File: config.mk
export PLATFORM = sky130hd
export DESIGN_NAME = mcpu_ctrl
export DESIGN_NICKNAME = d
export VERILOG_FILES = /design/src/rtl/mcpu_ctrl_pkg.sv /design/src/rtl/mcpu_ctrl_dec.sv /design/src/rtl/mcpu_ctrl.sv
export SDC_FILE = /design/constraint.sdc
export NUM_CORES = 1
export LEC_CHECK = 0
export CAP_MARGIN = 25
export CORE_ASPECT_RATIO = 0.8
export CORE_MARGIN = 2
export CORE_UTILIZATION = 45
export CTS_CLUSTER_SIZE = 25
export DETAILED_ROUTE_END_ITERATION = 12
export GPL_ROUTABILITY_DRIVEN = 0
export HOLD_SLACK_MARGIN = 0.05
export MAX_ROUTING_LAYER = met4
export PLACE_DENSITY = 0.93
export SLEW_MARGIN = 25
export SYNTH_ARGS = -nofsm -noshare
export SYNTH_HDL_FRONTEND = slang
export SYNTH_HIERARCHICAL = 1
export SYNTH_SLANG_ARGS = --single-unit
File: constraint.sdc
create_clock -name clk -period 2.91 [get_ports clk]
set_input_delay 0.582 -clock clk [delete_from_list [all_inputs] [get_ports clk]]
set_output_delay 0.582 -clock clk [all_outputs]
set_load 0.02 [all_outputs]
File: src/rtl/mcpu_ctrl_pkg.sv
// rtl/mcpu_ctrl_pkg.sv - state, opcode, funct and ALU encodings for the multicycle control unit
package mcpu_ctrl_pkg;

  localparam int ST_W_DEF = 5;

  typedef enum logic [4:0] {
    S_INIT = 5'd0,  S_IF   = 5'd1,  S_ID   = 5'd2,  S_EX_R = 5'd3,
    S_WB_R = 5'd4,  S_EX_I = 5'd5,  S_WB_I = 5'd6,  S_MA   = 5'd7,
    S_MR   = 5'd8,  S_WB_L = 5'd9,  S_MW   = 5'd10, S_BEQ  = 5'd11,
    S_BNE  = 5'd12, S_J    = 5'd13, S_JAL  = 5'd14, S_JR   = 5'd15,
    S_LUI  = 5'd16
  } state_t;

  typedef enum logic [3:0] {
    C_ILL = 4'd0, C_R  = 4'd1, C_JR  = 4'd2, C_LW = 4'd3, C_SW  = 4'd4, C_BEQ = 4'd5,
    C_BNE = 4'd6, C_I  = 4'd7, C_LUI = 4'd8, C_J  = 4'd9, C_JAL = 4'd10
  } cls_t;

  localparam logic [5:0] OP_RTYPE = 6'b000000;
  localparam logic [5:0] OP_J     = 6'b000010;
  localparam logic [5:0] OP_JAL   = 6'b000011;
  localparam logic [5:0] OP_BEQ   = 6'b000100;
  localparam logic [5:0] OP_BNE   = 6'b000101;
  localparam logic [5:0] OP_ADDI  = 6'b001000;
  localparam logic [5:0] OP_SLTI  = 6'b001010;
  localparam logic [5:0] OP_ANDI  = 6'b001100;
  localparam logic [5:0] OP_ORI   = 6'b001101;
  localparam logic [5:0] OP_LUI   = 6'b001111;
  localparam logic [5:0] OP_LW    = 6'b100011;
  localparam logic [5:0] OP_SW    = 6'b101011;

  localparam logic [5:0] FN_JR  = 6'b001000;
  localparam logic [5:0] FN_ADD = 6'b100000;
  localparam logic [5:0] FN_SUB = 6'b100010;
  localparam logic [5:0] FN_AND = 6'b100100;
  localparam logic [5:0] FN_OR  = 6'b100101;
  localparam logic [5:0] FN_XOR = 6'b100110;
  localparam logic [5:0] FN_NOR = 6'b100111;
  localparam logic [5:0] FN_SLT = 6'b101010;

  localparam logic [2:0] ALU_AND = 3'b000;
  localparam logic [2:0] ALU_OR  = 3'b001;
  localparam logic [2:0] ALU_ADD = 3'b010;
  localparam logic [2:0] ALU_XOR = 3'b011;
  localparam logic [2:0] ALU_NOR = 3'b100;
  localparam logic [2:0] ALU_SUB = 3'b110;
  localparam logic [2:0] ALU_SLT = 3'b111;

  typedef struct packed {
    logic       pc_write;
    logic       pcwritecond;
    logic       branch;
    logic       iord;
    logic       alu_src_a;
    logic       regwrite;
    logic       mem_w;
    logic [1:0] pc_source;
    logic [1:0] alu_src_b;
    logic [1:0] reg_dst;
    logic [1:0] mem_to_reg;
    logic [2:0] alu_ops;
  } ctrl_t;

  // Moore control word for a state; ovf gates the R/I write-back enable.
  function automatic ctrl_t ctrl_for(state_t s, logic ovf, logic [2:0] alu);
    ctrl_t c;
    c = '0;
    c.alu_ops = ALU_ADD;
    case (s)
      S_IF:   begin c.pc_write = 1'b1; c.alu_src_b = 2'b01; end
      S_ID:   c.alu_src_b = 2'b11;
      S_EX_R: begin c.alu_src_a = 1'b1; c.alu_ops = alu; end
      S_WB_R: begin c.reg_dst = 2'b01; c.regwrite = ~ovf; end
      S_EX_I: begin c.alu_src_a = 1'b1; c.alu_src_b = 2'b10; c.alu_ops = alu; end
      S_WB_I: c.regwrite = ~ovf;
      S_MA:   begin c.alu_src_a = 1'b1; c.alu_src_b = 2'b10; end
      S_MR:   c.iord = 1'b1;
      S_WB_L: begin c.mem_to_reg = 2'b01; c.regwrite = 1'b1; end
      S_MW:   begin c.iord = 1'b1; c.mem_w = 1'b1; end
      S_BEQ, S_BNE: begin
        c.alu_src_a   = 1'b1;
        c.alu_ops     = ALU_SUB;
        c.pcwritecond = 1'b1;
        c.pc_source   = 2'b01;
        c.branch      = (s == S_BEQ);
      end
      S_J:    begin c.pc_source = 2'b10; c.pc_write = 1'b1; end
      S_JAL:  begin
        c.pc_source  = 2'b10;
        c.pc_write   = 1'b1;
        c.reg_dst    = 2'b10;
        c.mem_to_reg = 2'b11;
        c.regwrite   = 1'b1;
      end
      S_JR:   begin c.alu_src_a = 1'b1; c.pc_write = 1'b1; end
      S_LUI:  begin c.mem_to_reg = 2'b10; c.regwrite = 1'b1; end
      default: ;
    endcase
    return c;
  endfunction

endpackage

File: src/rtl/mcpu_ctrl_dec.sv
// rtl/mcpu_ctrl_dec.sv - opcode/funct to instruction class, ALU code and overflow-check flag
module mcpu_ctrl_dec
  import mcpu_ctrl_pkg::*;
(
  input  logic [31:0] inst,
  output logic [3:0]  cls,
  output logic [2:0]  alu_op,
  output logic        ovf_chk
);

  logic [5:0] op;
  logic [5:0] fn;
  logic       unused_fields;

  assign op = inst[31:26];
  assign fn = inst[5:0];
  assign unused_fields = ^inst[25:6];

  always_comb begin
    cls     = C_ILL;
    alu_op  = ALU_ADD;
    ovf_chk = 1'b0;
    case (op)
      OP_RTYPE: begin
        case (fn)
          FN_ADD: begin cls = C_R; ovf_chk = 1'b1; end
          FN_SUB: begin cls = C_R; alu_op = ALU_SUB; ovf_chk = 1'b1; end
          FN_AND: begin cls = C_R; alu_op = ALU_AND; end
          FN_OR:  begin cls = C_R; alu_op = ALU_OR;  end
          FN_XOR: begin cls = C_R; alu_op = ALU_XOR; end
          FN_NOR: begin cls = C_R; alu_op = ALU_NOR; end
          FN_SLT: begin cls = C_R; alu_op = ALU_SLT; end
          FN_JR:  cls = C_JR;
          default: ;
        endcase
      end
      OP_LW:   cls = C_LW;
      OP_SW:   cls = C_SW;
      OP_BEQ:  cls = C_BEQ;
      OP_BNE:  cls = C_BNE;
      OP_ADDI: begin cls = C_I; ovf_chk = 1'b1; end
      OP_ANDI: begin cls = C_I; alu_op = ALU_AND; end
      OP_ORI:  begin cls = C_I; alu_op = ALU_OR;  end
      OP_SLTI: begin cls = C_I; alu_op = ALU_SLT; end
      OP_LUI:  cls = C_LUI;
      OP_J:    cls = C_J;
      OP_JAL:  cls = C_JAL;
      default: ;
    endcase
  end

endmodule

File: src/rtl/mcpu_ctrl.sv
// rtl/mcpu_ctrl.sv - multicycle MIPS control FSM driving datapath selects and write enables
module mcpu_ctrl
  import mcpu_ctrl_pkg::*;
#(
  parameter int ST_W = ST_W_DEF
) (
  input  logic            clk,
  input  logic            reset,
  input  logic [31:0]     inst,
  input  logic            zero,
  input  logic            overflow,
  input  logic            MIO_ready,
  output logic            pc_write,
  output logic            pcwritecond,
  output logic            branch,
  output logic            IorD,
  output logic            AluSrcA,
  output logic            regwrite,
  output logic            IRwrite,
  output logic            mem_w,
  output logic [1:0]      PCSource,
  output logic [1:0]      ALUSrcB,
  output logic [1:0]      RegDst,
  output logic [1:0]      MemToReg,
  output logic [2:0]      ALU_ops,
  output logic            illegal_inst,
  output logic [ST_W-1:0] state
);

  state_t     cur;
  state_t     nxt;
  logic       ovf_flag;
  logic       ovf_nxt;
  ctrl_t      ctrl;
  logic [3:0] cls;
  logic [2:0] dec_alu;
  logic       ovf_chk;
  logic       unused_zero;

  // zero is consumed by the datapath's branch gate, not by the sequencer
  assign unused_zero = zero;

  mcpu_ctrl_dec u_dec (
    .inst    (inst),
    .cls     (cls),
    .alu_op  (dec_alu),
    .ovf_chk (ovf_chk)
  );

  always_comb begin
    nxt     = S_IF;
    ovf_nxt = ovf_flag;
    case (cur)
      S_IF: nxt = MIO_ready ? S_ID : S_IF;
      S_ID: begin
        case (cls)
          C_R:     nxt = S_EX_R;
          C_JR:    nxt = S_JR;
          C_LW,
          C_SW:    nxt = S_MA;
          C_BEQ:   nxt = S_BEQ;
          C_BNE:   nxt = S_BNE;
          C_I:     nxt = S_EX_I;
          C_LUI:   nxt = S_LUI;
          C_J:     nxt = S_J;
          C_JAL:   nxt = S_JAL;
          default: nxt = S_IF;
        endcase
      end
      S_EX_R: begin nxt = S_WB_R; ovf_nxt = overflow & ovf_chk; end
      S_EX_I: begin nxt = S_WB_I; ovf_nxt = overflow & ovf_chk; end
      S_MA:   nxt = (cls == C_LW) ? S_MR : S_MW;
      S_MR:   nxt = MIO_ready ? S_WB_L : S_MR;
      S_MW:   nxt = MIO_ready ? S_IF : S_MW;
      default: nxt = S_IF;
    endcase
  end

  // Control word is registered alongside the state so it always matches it.
  always_ff @(posedge clk or negedge reset) begin
    if (!reset) begin
      cur      <= S_INIT;
      ovf_flag <= 1'b0;
      ctrl     <= ctrl_for(S_INIT, 1'b0, ALU_ADD);
    end else begin
      cur      <= nxt;
      ovf_flag <= ovf_nxt;
      ctrl     <= ctrl_for(nxt, ovf_nxt, dec_alu);
    end
  end

  assign pc_write     = ctrl.pc_write;
  assign pcwritecond  = ctrl.pcwritecond;
  assign branch       = ctrl.branch;
  assign IorD         = ctrl.iord;
  assign AluSrcA      = ctrl.alu_src_a;
  assign regwrite     = ctrl.regwrite;
  assign mem_w        = ctrl.mem_w;
  assign PCSource     = ctrl.pc_source;
  assign ALUSrcB      = ctrl.alu_src_b;
  assign RegDst       = ctrl.reg_dst;
  assign MemToReg     = ctrl.mem_to_reg;
  assign ALU_ops      = ctrl.alu_ops;
  assign IRwrite      = (cur == S_IF) & MIO_ready;
  assign illegal_inst = (cur == S_ID) & (cls == C_ILL);
  assign state        = ST_W'(cur);

endmodule

==> impl_metrics.toml <==
[synth]
synth_nets = 232
synth_edf_count = 0
yosys-top-cells-count = "dfrtp_1, nand2_1, nor2_1"
synth_top_area_share_pct = 33.8
ys_warn_count = 6
seq_area_frac_synth_pct = 35.3
synthCells = 190
yosys_register_bits = 24
async_flop_share_pct = 100
yosys.area.top_type = "dfrtp_1"
ys.flop_type = "dfrtp_1"
synth_most_common_cell = "dfrtp_1"
syn_area_um2 = 1700
synthTopCellsByArea = "dfrtp_1, nand2_1, nor2_1"
synth_cell_type_count = 57
avgSynthCellArea_um2 = 8.96

[clocking]
cts-root-buf = "clkbuf_8"
clk_latency_ns = 0.27
clk_pin_slew_ns = 0.09
clockBufferDepth = 2
postCtsHoldBufs = 0
htreeDepth = 1
cts_buffers = 3
cts_tree = "yes"
clock_sinks = 24

[worst_setup_path]
crit_path_start_kind = "input port"
worstSetupPathType = "in2reg"
crit_required_ns = 3.08
r2r_cells = 7
cp_max_fo = 10
crit_path_end_kind = "flip-flop"
crit_arrival_ns = 3.16

[timing]
period_share_pct = 103
relSlewSlack_pct = 68.7
holdWs_ns = 0.618
finalSetupViolCount = 15
finalCriticalPeriod_ns = 2.99
fin_skew_ns = 0.00452
fmax_ghz = 0.334
setup_ws_ns = -0.0814
worstMarginPinSlew_ns = 0.468
slew_viol_final = 0
rsz0062_at_grt = "yes"
hold_viol = 0

[finish]
multi_input_comb_area_um2 = 1240
seq_area_um2 = 602
area_delta_synth_final_pct = 66.5
fill_cells = 197
num_antenna_cells = 0
finalInstanceArea_um2 = 2840
final_nets = 324
instances_no_fill = 323
drive_above_1_share_pct = 43.4

[place]
portBuffers = 40
dp_hpwl_um = 3630
placed_area_um2 = 2440
placed_cells = 307
dp_worst_setup_slack_ns = -0.752

[route]
num_vias = 2042
drc = 0
wirelength_um = 6950
drtIter0Drc = 271
first_pass_iters = 5
wire_per_inst_um = 21.5
via_per_inst = 6.32
ant_nets = 0

[die]
core_um2 = 3520
rows = 19
fp.dieW_um = 72.8
fp.dieH_um = 59.0
die_area_um2 = 4300
floorplan.initialDensity_pct = 48.4
pin_count = 62

[min_path]
whs_path_depth = 2
hp-class = "reg2reg"

[grt]
grt_usage_pct = 27.7
grt_antenna_before_repair = 0
grt_pass1_vias = 1924
grt_use_met3_pct = 5.78
busiest_layer = "met2"
use_met2_pct = 44.4
grt-ovfl-total = 0
use_met1_pct = 31.8
grt_max_degree = 25
grt_pass1_wl_um = 8830

[pwr]
cellPowerDensity_nw_per_um2 = 751
power.leakage_nw = 1.21
power_w = 0.00213
ir_worst_vdd_mv = 0.588

[run_status]
violations = "setup timing"
outcome = "finished with violations"

[flow_run]
drv_cap = 0
## logic make-up (layout without fill, tap and decap cells)
| family | count (synthesis) | after routing | synth area share, % |
|---|---|---|---|
| flip-flops | 24 | 24 | 35.3 |
| multiplexers | 3 | 3 | 1.76 |
| adder cells (fa/ha/maj) | 5 | 5 | 3.67 |
| AND/OR/NAND/NOR | 93 | 93 | 32.0 |
| buffers and inverters | 22 | 113 | 7.57 |
| AO/OA/AOI/OAI | 39 | 39 | 17.6 |
| XOR/XNOR | 4 | 4 | 2.06 |
## worst paths after layout
check | start | to | slack, ns
worst max-delay path | inst[26] | ALUSrcB[1]$_DFF_PN0_ | -0.08
worst min-delay path | ovf_flag$_DFF_PN0_ | ovf_flag$_DFF_PN0_ | 0.62
worst max register to register | state[1]$_DFF_PN0_ | ALU_ops[2]$_DFF_PN0_ | 0.55
worst min register to register | ovf_flag$_DFF_PN0_ | ovf_flag$_DFF_PN0_ | 0.62
max in group asynchronous | reset | ALU_ops[1]$_DFF_PN1_ | 1.94
min in group asynchronous | reset | IorD$_DFF_PN0_ | 0.68
## registers in the layout, summed over array words and instances (netlist names)
signal	cells
ALUSrcB	2
IorD	1
ovf_flag	1
ALU_ops	3
pc_write	1
PCSource	2
MemToReg	2
pcwritecond	1
AluSrcA	1
state	5
branch	1
regwrite	1
mem_w	1
RegDst	2
## report_power, final
part           total (W)  switching (W)  internal (W)
clock network   0.000230       0.000109      0.000121
registers       0.000462      0.0000586      0.000403
logic            0.00144       0.000806      0.000633
total            0.00213       0.000973       0.00116
## per-stage QoR
step | utilization (%) | setup TNS, ns
global placement | 69.4 | -10.04
CTS | 75.0 | 0
floorplan | - | -0.0176
finish | 80.6 | -0.678
detailed placement | 69.4 | -13.66
global route | 80.6 | -2.46
## cell type report
cell class | instances | share of cell area [%]
clock buffers | 4 | 1.94
inverters | 11 | 1.68
multi-input cells | 144 | 43.7
flip-flops and latches | 24 | 21.2
well taps | 42 | 1.85
repair buffers | 98 | 29.6
## metal layers
| layer | wire length (um) | vias to the layer above | part of all wire, % |
|---|---|---|---|
| met4 | 391 | 0 | 5.6 |
| met1 | 2680 | 967 | 38 |
| met3 | 600 | 46 | 8.6 |
| li1 | - | 871 | - |
| met2 | 3280 | 158 | 47 |
| met5 | 0 | - | 0 |
## worst max-delay path: stages
cell,delay (ns)
buf_2,0.15
buf_4,0.18
nor3b_1,0.29
o21ai_0,0.20
a21oi_1,0.20
buf_4,0.21
and3b_1,0.17
o211a_1,0.17
o32a_4,0.26
inv_2,0.10
buf_4,0.15
nor2_1,0.21
nor2_1,0.08
nor3_1,0.20
## placed cells by master (no fill, tap or decap), types with 2 or more instances in the layout
master	n
o21a_1	2
nand2_1	15
clkbuf_2	5
nor3b_1	3
buf_4	53
nand2b_1	5
nand3_1	5
o21ai_0	3
nand3b_1	2
and2_1	2
dfrtp_1	23
inv_2	6
inv_1	3
buf_6	8
ha_4	3
a211oi_4	2
and3b_1	2
a21oi_1	8
nor2b_2	2
nor2_1	15
or3b_2	2
nor4_1	2
clkbuf_8	4
o221ai_4	2
clkdlybuf4s50_1	27
nand4b_1	2
nor3_1	6
nand2_2	3
nor3_4	2
nor2_2	4
o22a_1	2
nor4b_1	3
mux2i_1	2
o21ai_1	3
o211ai_1	2
or3b_1	2
nor3_2	4
## timing repair
item	4_1_cts	5_1_grt
hold endpoints to repair	0	0
pin swaps	14	21
gates resized for setup	61	49
buffers inserted	6	7
setup endpoints to repair	21	17
Note: power is estimated with default switching activity, not from simulation.
